## config.mk

```make
export PLATFORM = sky130hd
export DESIGN_NAME = wb_arbiter_nto1_flat
export DESIGN_NICKNAME = d
export VERILOG_FILES = /design/src/rtl/wb_arbiter_nto1_pkg.sv /design/src/rtl/wb_arbiter_nto1_if.sv /design/src/rtl/wb_arbiter_nto1_rr_pick.sv /design/src/rtl/wb_arbiter_nto1.sv /design/src/flat_wrapper.sv
export SDC_FILE = /design/constraint.sdc
export NUM_CORES = 1
export LEC_CHECK = 0
export CAP_MARGIN = 20
export CORE_AREA = 2 2 169 171
export CTS_BUF_LIST = sky130_fd_sc_hd__clkbuf_16
export DETAILED_ROUTE_END_ITERATION = 8
export DIE_AREA = 0 0 171 173
export MAX_ROUTING_LAYER = met4
export SYNTH_ARGS = -nofsm -noshare
export SYNTH_HDL_FRONTEND = slang
export SYNTH_HIERARCHICAL = 1
export SYNTH_SLANG_ARGS = --single-unit
export TNS_END_PERCENT = 50
```

## constraint.sdc

```tcl
create_clock -name clk -period 2 [get_ports clk]
set_input_delay 0.3 -clock clk [delete_from_list [all_inputs] [get_ports clk]]
set_output_delay 0.3 -clock clk [all_outputs]
set_load 0.01 [all_outputs]
```

## src/rtl/wb_arbiter_nto1_pkg.sv

```systemverilog
// Shared types and default Wishbone widths for the N:1 arbiter and its picker.
package wb_arb_pkg;
  localparam int WB_ADDR_W = 32;
  localparam int WB_DATA_W = 32;
  localparam int WB_SEL_W  = WB_DATA_W / 8;

  typedef enum logic {
    ARB_RR    = 1'b0,
    ARB_FIXED = 1'b1
  } arb_mode_e;

  typedef enum logic [1:0] {
    IDLE  = 2'd0,
    BUSY  = 2'd1
`ifdef WB_ARB_TIMEOUT_EN
    ,
    ABORT = 2'd2
`endif
  } arb_state_e;
endpackage

```

## src/rtl/wb_arbiter_nto1_if.sv

```systemverilog
// Wishbone classic bundle: N packed master ports on one side, a single slave port on the other.
interface wb_arbiter_nto1_if
  import wb_arb_pkg::*;
#(
  parameter int NUM_MASTERS = 4,
  parameter int ADDR_W      = WB_ADDR_W,
  parameter int DATA_W      = WB_DATA_W,
  parameter int SEL_W       = WB_SEL_W
);
  logic [NUM_MASTERS-1:0]        m_cyc;
  logic [NUM_MASTERS-1:0]        m_stb;
  logic [NUM_MASTERS-1:0]        m_we;
  logic [NUM_MASTERS*ADDR_W-1:0] m_adr;
  logic [NUM_MASTERS*DATA_W-1:0] m_dat_w;
  logic [NUM_MASTERS*SEL_W-1:0]  m_sel;
  logic [NUM_MASTERS-1:0]        m_ack;
  logic [NUM_MASTERS-1:0]        m_err;
  logic [DATA_W-1:0]             m_dat_r;

  logic              s_cyc;
  logic              s_stb;
  logic              s_we;
  logic [ADDR_W-1:0] s_adr;
  logic [DATA_W-1:0] s_dat_w;
  logic [SEL_W-1:0]  s_sel;
  logic              s_ack;
  logic              s_err;
  logic [DATA_W-1:0] s_dat_r;

  // Arbiter view: slave to the masters, master to the slave.
  modport arb (
    input  m_cyc, m_stb, m_we, m_adr, m_dat_w, m_sel,
    output m_ack, m_err, m_dat_r,
    output s_cyc, s_stb, s_we, s_adr, s_dat_w, s_sel,
    input  s_ack, s_err, s_dat_r
  );

  modport master (
    output m_cyc, m_stb, m_we, m_adr, m_dat_w, m_sel,
    input  m_ack, m_err, m_dat_r
  );

  modport slave (
    input  s_cyc, s_stb, s_we, s_adr, s_dat_w, s_sel,
    output s_ack, s_err, s_dat_r
  );
endinterface

```

## src/rtl/wb_arbiter_nto1_rr_pick.sv

```systemverilog
// Combinational masked priority encoder: scans req from ptr upward (round-robin)
// or from index 0 (fixed priority) and returns the first set index.
module rr_pick
  import wb_arb_pkg::*;
#(
  parameter int N = 4,
  localparam int IW = $clog2(N)
) (
  input  logic [N-1:0]  req,
  input  logic [IW-1:0] ptr,
  input  arb_mode_e     mode,
  output logic [IW-1:0] idx,
  output logic          vld
);
  localparam logic [IW:0] NN = (IW+1)'(N);

  logic [IW-1:0] base;
  logic [IW:0]   cand;

  // Scan from the far end so the candidate closest to base is written last.
  always_comb begin
    idx  = '0;
    vld  = 1'b0;
    cand = '0;
    base = (mode == ARB_FIXED) ? '0 : ptr;
    for (int i = N - 1; i >= 0; i--) begin
      cand = {1'b0, base} + (IW+1)'(i);
      if (cand >= NN) cand = cand - NN;
      if (req[cand[IW-1:0]]) begin
        idx = cand[IW-1:0];
        vld = 1'b1;
      end
    end
  end
endmodule

```

## src/rtl/wb_arbiter_nto1.sv

```systemverilog
// N:1 Wishbone classic arbiter; owner held for the whole m_cyc, one idle cycle between owners.
// Optional hung-slave watchdog and ABORT state under WB_ARB_TIMEOUT_EN.
module wb_arbiter_nto1
  import wb_arb_pkg::*;
#(
  parameter int NUM_MASTERS = 4,
  parameter int ADDR_W      = WB_ADDR_W,
  parameter int DATA_W      = WB_DATA_W,
  parameter int SEL_W       = WB_SEL_W,
  parameter int ARB_MODE    = 0,
  parameter int TIMEOUT_CYC = 256,
  localparam int IW         = $clog2(NUM_MASTERS)
) (
  input  logic           clk,
  input  logic           rst,
  wb_arbiter_nto1_if.arb bus,
  output logic [IW-1:0]  grant_id,
  output logic           busy
);
  localparam arb_mode_e MODE = (ARB_MODE == 1) ? ARB_FIXED : ARB_RR;

  arb_state_e    state, state_nxt;
  logic [IW-1:0] ptr;
  logic [IW-1:0] win;
  logic          win_vld;
  logic          to_hit;

  logic own_cyc, own_stb, own_we;
  assign own_cyc = bus.m_cyc[grant_id];
  assign own_stb = bus.m_stb[grant_id];
  assign own_we  = bus.m_we[grant_id];

  rr_pick #(.N(NUM_MASTERS)) u_pick (
    .req  (bus.m_cyc),
    .ptr  (ptr),
    .mode (MODE),
    .idx  (win),
    .vld  (win_vld)
  );

`ifdef WB_ARB_TIMEOUT_EN
  localparam int TW = $clog2(TIMEOUT_CYC + 1);
  logic [TW-1:0] to_cnt;
  logic          waiting;

  assign waiting = (state == BUSY) && own_cyc && own_stb && !bus.s_ack && !bus.s_err;
  assign to_hit  = waiting && (to_cnt == TW'(TIMEOUT_CYC - 1));

  always_ff @(posedge clk or posedge rst) begin
    if (rst)                    to_cnt <= '0;
    else if (waiting && !to_hit) to_cnt <= to_cnt + 1'b1;
    else                        to_cnt <= '0;
  end
`else
  assign to_hit = 1'b0;
`endif

  always_ff @(posedge clk or posedge rst) begin
    if (rst) begin
      state    <= IDLE;
      grant_id <= '0;
      ptr      <= '0;
    end else begin
      state <= state_nxt;
      if (state == IDLE && win_vld) begin
        grant_id <= win;
        ptr      <= (win == IW'(NUM_MASTERS - 1)) ? '0 : win + 1'b1;
      end
    end
  end

  always_comb begin
    state_nxt = state;
    case (state)
      IDLE: if (win_vld) state_nxt = BUSY;
      BUSY: begin
        if (!own_cyc) state_nxt = IDLE;
`ifdef WB_ARB_TIMEOUT_EN
        else if (to_hit) state_nxt = ABORT;
`endif
      end
`ifdef WB_ARB_TIMEOUT_EN
      ABORT: if (!own_cyc) state_nxt = IDLE;
`endif
      default: state_nxt = IDLE;
    endcase
  end

  assign bus.m_dat_r = bus.s_dat_r;

  always_comb begin
    busy        = (state != IDLE);
    bus.s_cyc   = 1'b0;
    bus.s_stb   = 1'b0;
    bus.s_we    = 1'b0;
    bus.s_adr   = '0;
    bus.s_dat_w = '0;
    bus.s_sel   = '0;
    bus.m_ack   = '0;
    bus.m_err   = '0;
    if (state == BUSY && !to_hit) begin
      bus.s_cyc           = own_cyc;
      bus.s_stb           = own_stb;
      bus.s_we            = own_we;
      bus.s_adr           = bus.m_adr[grant_id*ADDR_W +: ADDR_W];
      bus.s_dat_w         = bus.m_dat_w[grant_id*DATA_W +: DATA_W];
      bus.s_sel           = bus.m_sel[grant_id*SEL_W +: SEL_W];
      bus.m_ack[grant_id] = bus.s_ack;
      bus.m_err[grant_id] = bus.s_err;
    end
    if (to_hit) bus.m_err[grant_id] = 1'b1;
  end
endmodule

```

## src/flat_wrapper.sv

```systemverilog
// flat-port wrapper written by rule: the top's interface ports become plain ports
module wb_arbiter_nto1_flat import wb_arb_pkg::*;
#(
  parameter int NUM_MASTERS = 4,
  parameter int ADDR_W      = WB_ADDR_W,
  parameter int DATA_W      = WB_DATA_W,
  parameter int SEL_W       = WB_SEL_W,
  parameter int ARB_MODE    = 0,
  parameter int TIMEOUT_CYC = 256,
  localparam int IW         = $clog2(NUM_MASTERS)
)
  (clk, rst, grant_id, busy, bus_m_cyc, bus_m_stb, bus_m_we, bus_m_adr, bus_m_dat_w, bus_m_sel, bus_m_ack, bus_m_err, bus_m_dat_r, bus_s_cyc, bus_s_stb, bus_s_we, bus_s_adr, bus_s_dat_w, bus_s_sel, bus_s_ack, bus_s_err, bus_s_dat_r);
  wb_arbiter_nto1_if #(.NUM_MASTERS(NUM_MASTERS), .ADDR_W(ADDR_W), .DATA_W(DATA_W), .SEL_W(SEL_W)) bus_i ();
  input  logic clk;
  input  logic rst;
  output logic [IW-1:0] grant_id;
  output logic busy;
  input wire logic [$bits(bus_i.m_cyc)-1:0] bus_m_cyc;
  input wire logic [$bits(bus_i.m_stb)-1:0] bus_m_stb;
  input wire logic [$bits(bus_i.m_we)-1:0] bus_m_we;
  input wire logic [$bits(bus_i.m_adr)-1:0] bus_m_adr;
  input wire logic [$bits(bus_i.m_dat_w)-1:0] bus_m_dat_w;
  input wire logic [$bits(bus_i.m_sel)-1:0] bus_m_sel;
  output wire logic [$bits(bus_i.m_ack)-1:0] bus_m_ack;
  output wire logic [$bits(bus_i.m_err)-1:0] bus_m_err;
  output wire logic [$bits(bus_i.m_dat_r)-1:0] bus_m_dat_r;
  output wire logic [$bits(bus_i.s_cyc)-1:0] bus_s_cyc;
  output wire logic [$bits(bus_i.s_stb)-1:0] bus_s_stb;
  output wire logic [$bits(bus_i.s_we)-1:0] bus_s_we;
  output wire logic [$bits(bus_i.s_adr)-1:0] bus_s_adr;
  output wire logic [$bits(bus_i.s_dat_w)-1:0] bus_s_dat_w;
  output wire logic [$bits(bus_i.s_sel)-1:0] bus_s_sel;
  input wire logic [$bits(bus_i.s_ack)-1:0] bus_s_ack;
  input wire logic [$bits(bus_i.s_err)-1:0] bus_s_err;
  input wire logic [$bits(bus_i.s_dat_r)-1:0] bus_s_dat_r;
  assign bus_i.m_cyc = bus_m_cyc;
  assign bus_i.m_stb = bus_m_stb;
  assign bus_i.m_we = bus_m_we;
  assign bus_i.m_adr = bus_m_adr;
  assign bus_i.m_dat_w = bus_m_dat_w;
  assign bus_i.m_sel = bus_m_sel;
  assign bus_m_ack = bus_i.m_ack;
  assign bus_m_err = bus_i.m_err;
  assign bus_m_dat_r = bus_i.m_dat_r;
  assign bus_s_cyc = bus_i.s_cyc;
  assign bus_s_stb = bus_i.s_stb;
  assign bus_s_we = bus_i.s_we;
  assign bus_s_adr = bus_i.s_adr;
  assign bus_s_dat_w = bus_i.s_dat_w;
  assign bus_s_sel = bus_i.s_sel;
  assign bus_i.s_ack = bus_s_ack;
  assign bus_i.s_err = bus_s_err;
  assign bus_i.s_dat_r = bus_s_dat_r;
  wb_arbiter_nto1 #(.NUM_MASTERS(NUM_MASTERS), .ADDR_W(ADDR_W), .DATA_W(DATA_W), .SEL_W(SEL_W), .ARB_MODE(ARB_MODE), .TIMEOUT_CYC(TIMEOUT_CYC)) u_core (.clk(clk), .rst(rst), .bus(bus_i), .grant_id(grant_id), .busy(busy));
endmodule
```

[Word level (Yosys, flattened, before mapping)]
Index checks and enable logic that the tools add are counted.
Word-level totals
  output and inout bits: 114
  logic and storage cells: 75
  bits of input ports: 320
  register bits after elaboration: 6
Operators by class
  multiplexer cells: 40
  bitwise logic cells: 2
  magnitude comparators: 10
  add/subtract/negate cells: 8
  reductions and logical operators: 5
  shifts and indexed selects: 3
  equality and inequality tests: 4
Operators with widths (number)
  $shiftx 128x8->32: 2
  $mux 32: 2
  $mux 2: 11
  $shiftx 16x5->4: 1
  $lt 2x3->1 const B: 5
  $mux 1: 15
  $bmux 1 s2: 7
  $mux 4: 3
  $ge 3x3->1 const B: 3
  $and 4x4->4: 2
  $sub 2x1->2 const B: 4
  $add 2x2->3 const B: 2
  $pmux 2 s2: 1
  $add 2x1->3 const B: 1
  $ge 2x3->1 const B: 1
  $add 2x1->2 const B: 1
  $demux 1 s2: 1
  $eq 2x1->1 const B: 1
  $eq 2x2->1 const B: 1
  $ge 2x1->1 const B: 1
  $logic_and 1x1->1: 2
  $logic_not 2->1: 1
  $ne 2x1->1 const B: 1
  $ne 2x2->1 const B: 1
  2 further kinds: 2

[Depth between registers and ports, before layout]
  depth in word-level cells: 11
  depth in mapped cells: 7

[Hierarchy]
The synthesis kept the hierarchy.
Modules (own cells, without submodules)
  wb_arbiter_nto1: sequential area each 125.1 um2, instances 1, cells each 230, area an instance 2737.6 um2
  rr_pick: sequential area each 0.0 um2, instances 1, cells each 25, area an instance 138.9 um2

[Worst setup path after synthesis]
No wires, ideal clock.
  kind: register to output
  start: register u_core.grant_id[0]
  end: output bus_s_dat_w[10]
  arrival: 1508 ps
  cell stages (with the launch flop): 5
  path buffers: 2
  slack: 192 ps
  path through: dfrtp_1 buf_6 buf_2 mux4_2 and2_1
On the way
  word-level cells in the longest chain between the ends: 2
RTL lines
  from (decl): line wb_arbiter_nto1.sv:17  | output logic [IW-1:0] grant_id,
  from (signal assigned): line wb_arbiter_nto1.sv:66  | grant_id <= win;
  $shiftx 128x8->32: line wb_arbiter_nto1.sv:106  | bus.s_dat_w = bus.m_dat_w[grant_id*DATA_W +: DATA_W];
  $mux 32: line wb_arbiter_nto1.sv:101  | if (state == BUSY && !to_hit) begin
  to (decl): line flat_wrapper.sv:31  | output wire logic [$bits(bus_i.s_dat_w)-1:0] bus_s_dat_w;
Every way passes these cells.

[Worst setup path after layout]
  start: register u_core.grant_id[0]
  end: output bus_s_adr[20]
On the way
  word-level cells in the longest chain between the ends: 2
RTL lines
  $shiftx 128x8->32: line wb_arbiter_nto1.sv:105  | bus.s_adr = bus.m_adr[grant_id*ADDR_W +: ADDR_W];
  $mux 32: line wb_arbiter_nto1.sv:101
  to (decl): line flat_wrapper.sv:30  | output wire logic [$bits(bus_i.s_adr)-1:0] bus_s_adr;
Every way passes these cells.

==> impl_metrics.py <==
metrics = {
    "status": {
        "status": "complete, but fails checks",
        "violations": "negative setup slack",
    },
    "global_route": {
        "grt_overflow": 0,
        "grt_pass1_wl_um": 25300,
        "grt_max_degree": 32,
        "grt_util_all_layers_pct": 11.8,
        "antenna_found_initial": 4,
        "grt_pass1_vias": 3995,
    },
    "cts": {
        "cts_tree": "done",
        "clock_sinks": 5,
        "cts_buffer_depth": 2,
        "cts_hold_buffers": 0,
        "htree_levels": 1,
        "clock_latency_ns": 0.22,
        "cts_root_buf": "clkbuf_16",
        "clk_pin_slew_ns": 0.03,
        "cts_made_buffers": 3,
    },
    "detailed_routing": {
        "drt-wirelength-per-cell_um": 18.0,
        "drt-vias-per-instance": 3.65,
        "drc": 0,
        "num_vias": 3745,
        "routed_wl_um": 18500,
        "dr.pass1.iters": 4,
        "ant_nets": 0,
        "detail_route.iter0.violations": 117,
    },
    "floorplan": {
        "initial_core_util_pct": 10.4,
        "pin_count": 434,
        "coreArea_mm2": 0.0276,
        "row_count": 61,
        "die_width_um": 171,
        "dieArea_mm2": 0.0296,
        "die_y_um": 173,
    },
    "place": {
        "postPlaceCellArea_mm2": 0.00701,
        "place.gp.congestion": 0.902,
        "place_worst_setup_slack_ns": -0.280,
        "dp_cells": 984,
        "numPortBuffers": 369,
        "place_hpwl_um": 15000,
    },
    "run": {
        "maxCapViolCount": 0,
    },
    "cells_and_area": {
        "instances_no_fill": 1025,
        "layout.nets": 964,
        "drive_above_1_share_pct": 41.1,
        "syn_to_final_growth_pct": 164,
        "stdcell_area_mm2": 0.00761,
        "final_util_pct": 27.5,
    },
    "power": {
        "p_total_mw": 8.68,
        "p_leak_nw": 2.99,
        "ir_worst_vdd_mv": 0.473,
        "pwr_density_cell_mw_per_mm2": 1140,
    },
    "sta": {
        "rsz0062_at_grt": "yes",
        "hold_slack_ns": 0.298,
        "slew_violations": 0,
        "clock.fmax_ghz": 0.460,
        "setup_slack_ns": -0.172,
        "timing.final.crit_share_pct": 109,
        "finalSetupViolations": 63,
        "min_period_ns": 2.17,
        "fin_skew_ns": 0.000244,
        "hold_violations": 0,
        "setup_tns_ns": -6.44,
    },
    "critical_path": {
        "crit_start": "u_core/grant_id[0]",
        "crit_type": "flop to primary output",
        "rr_startpoint": "u_core/grant_id[0]",
        "cp_max_fo": 7,
        "start_kind": "flop",
        "cp.arrival_ns": 1.87,
        "cp_data_required_time_ns": 1.70,
        "end_kind": "primary output",
    },
    "synthesis": {
        "synth_edf_count": 0,
        "yosys_most_used_dff": "dfrtp_1",
        "synth_seq_area_share_pct": 4.35,
        "synth_common_cells": "and2_1, mux4_2, buf_4",
        "synth_top_area_cell": "mux4_2",
        "ys_ff_latch": 5,
        "netlist_area_mm2": 0.00288,
        "yosysWarningCount": 6,
        "synth_top_area_share_pct": 54.8,
        "async_flop_share_pct": 100,
        "syn_inst": 255,
        "syn_avg_cell_area_um2": 11.3,
        "synthTopCellsByArea": "mux4_2, and2_1, buf_4, dfrtp_1, buf_12",
        "synth.distinct_cells": 31,
    },
    "worst_hold_path": {
        "hp-class": "input port to asynchronous set/reset pin",
    },
}
## critical path: stages (launching register included)
cell and delay, ns:
dfrtp_4 0.50, buf_12 0.16, buf_4 0.13, buf_6 0.11, mux4_2 0.45, and2_1 0.16
buf_2 0.13
## final timing paths
check                                     end  slack (ns)  depth (start not counted)
max                             bus_s_adr[20]       -0.17                          6
min                             u_core/ptr[1]        0.30                          2
max reg2reg                   u_core/state[0]        0.34                          7
min reg2reg                     u_core/ptr[1]        0.61                          1
max in group asynchronous  u_core/grant_id[0]        1.49                          2
min in group clk              bus_m_dat_r[16]        0.60                          0
## per-layer routing
layer  share of wire (%)  GRT usage (%)  vias up
met5                   0              -        -
met1                  40           14.1     1783
li1                    -              -     1729
met3                 9.7           2.88       22
met2                  49           20.4      211
met4                 1.1           1.31        0
## placed cells by master, fill, tap and decap left out, types with 4 or more instances in the layout
cell type / instances
diode_2: 5
and2_1: 30
clkdlybuf4s50_1: 290
buf_16: 4
buf_8: 7
inv_1: 4
buf_2: 28
buf_6: 56
mux2_2: 4
buf_4: 27
buf_12: 12
nand2b_1: 5
conb_1: 5
clkdlybuf4s15_2: 4
nand2_1: 8
dlygate4sd2_1: 4
and2_4: 40
mux4_2: 70
nor2_1: 9
## registers in the layout, indices dropped and copies added, names as in the netlist
| signal | count |
|---|---|
| u_core/ptr | 2 |
| u_core/state | 1 |
| u_core/grant_id | 2 |
## power breakdown
group          internal, mW  leakage [nW]  switching (mW)  total (mW)
combinational          5.15          2.89            2.94        8.09
sequential            0.170        0.0561           0.109       0.279
clock                 0.259        0.0423          0.0608       0.319
## kinds of logic after synthesis
group,synth area share (%)
adders and majority gates,0.435
muxes,57.1
and+or+nand+nor,20.6
other,0.130
buffers and inverters,15.0
AOI/OAI and AO/OA,2.35
DFF,4.35
## cell type report
cell class	count	area (um2)
fillers	2901	20000
repair buffers	436	4450
multi-input cells	194	2440
well taps	378	473
flip-flops and latches	5	134
clock buffers	3	75.1
diodes	5	12.5
inverters	3	11.3
clock inverters	1	3.75
## repair_timing
action | 4_1_cts | 5_1_grt
resized for setup | 342 | 77
buffers inserted | 18 | 11
pin swaps | 52 | 13
gates cloned | 6 | 0
endpoints found under the setup margin | 80 | 81
Power figures use the tool's default switching activity.
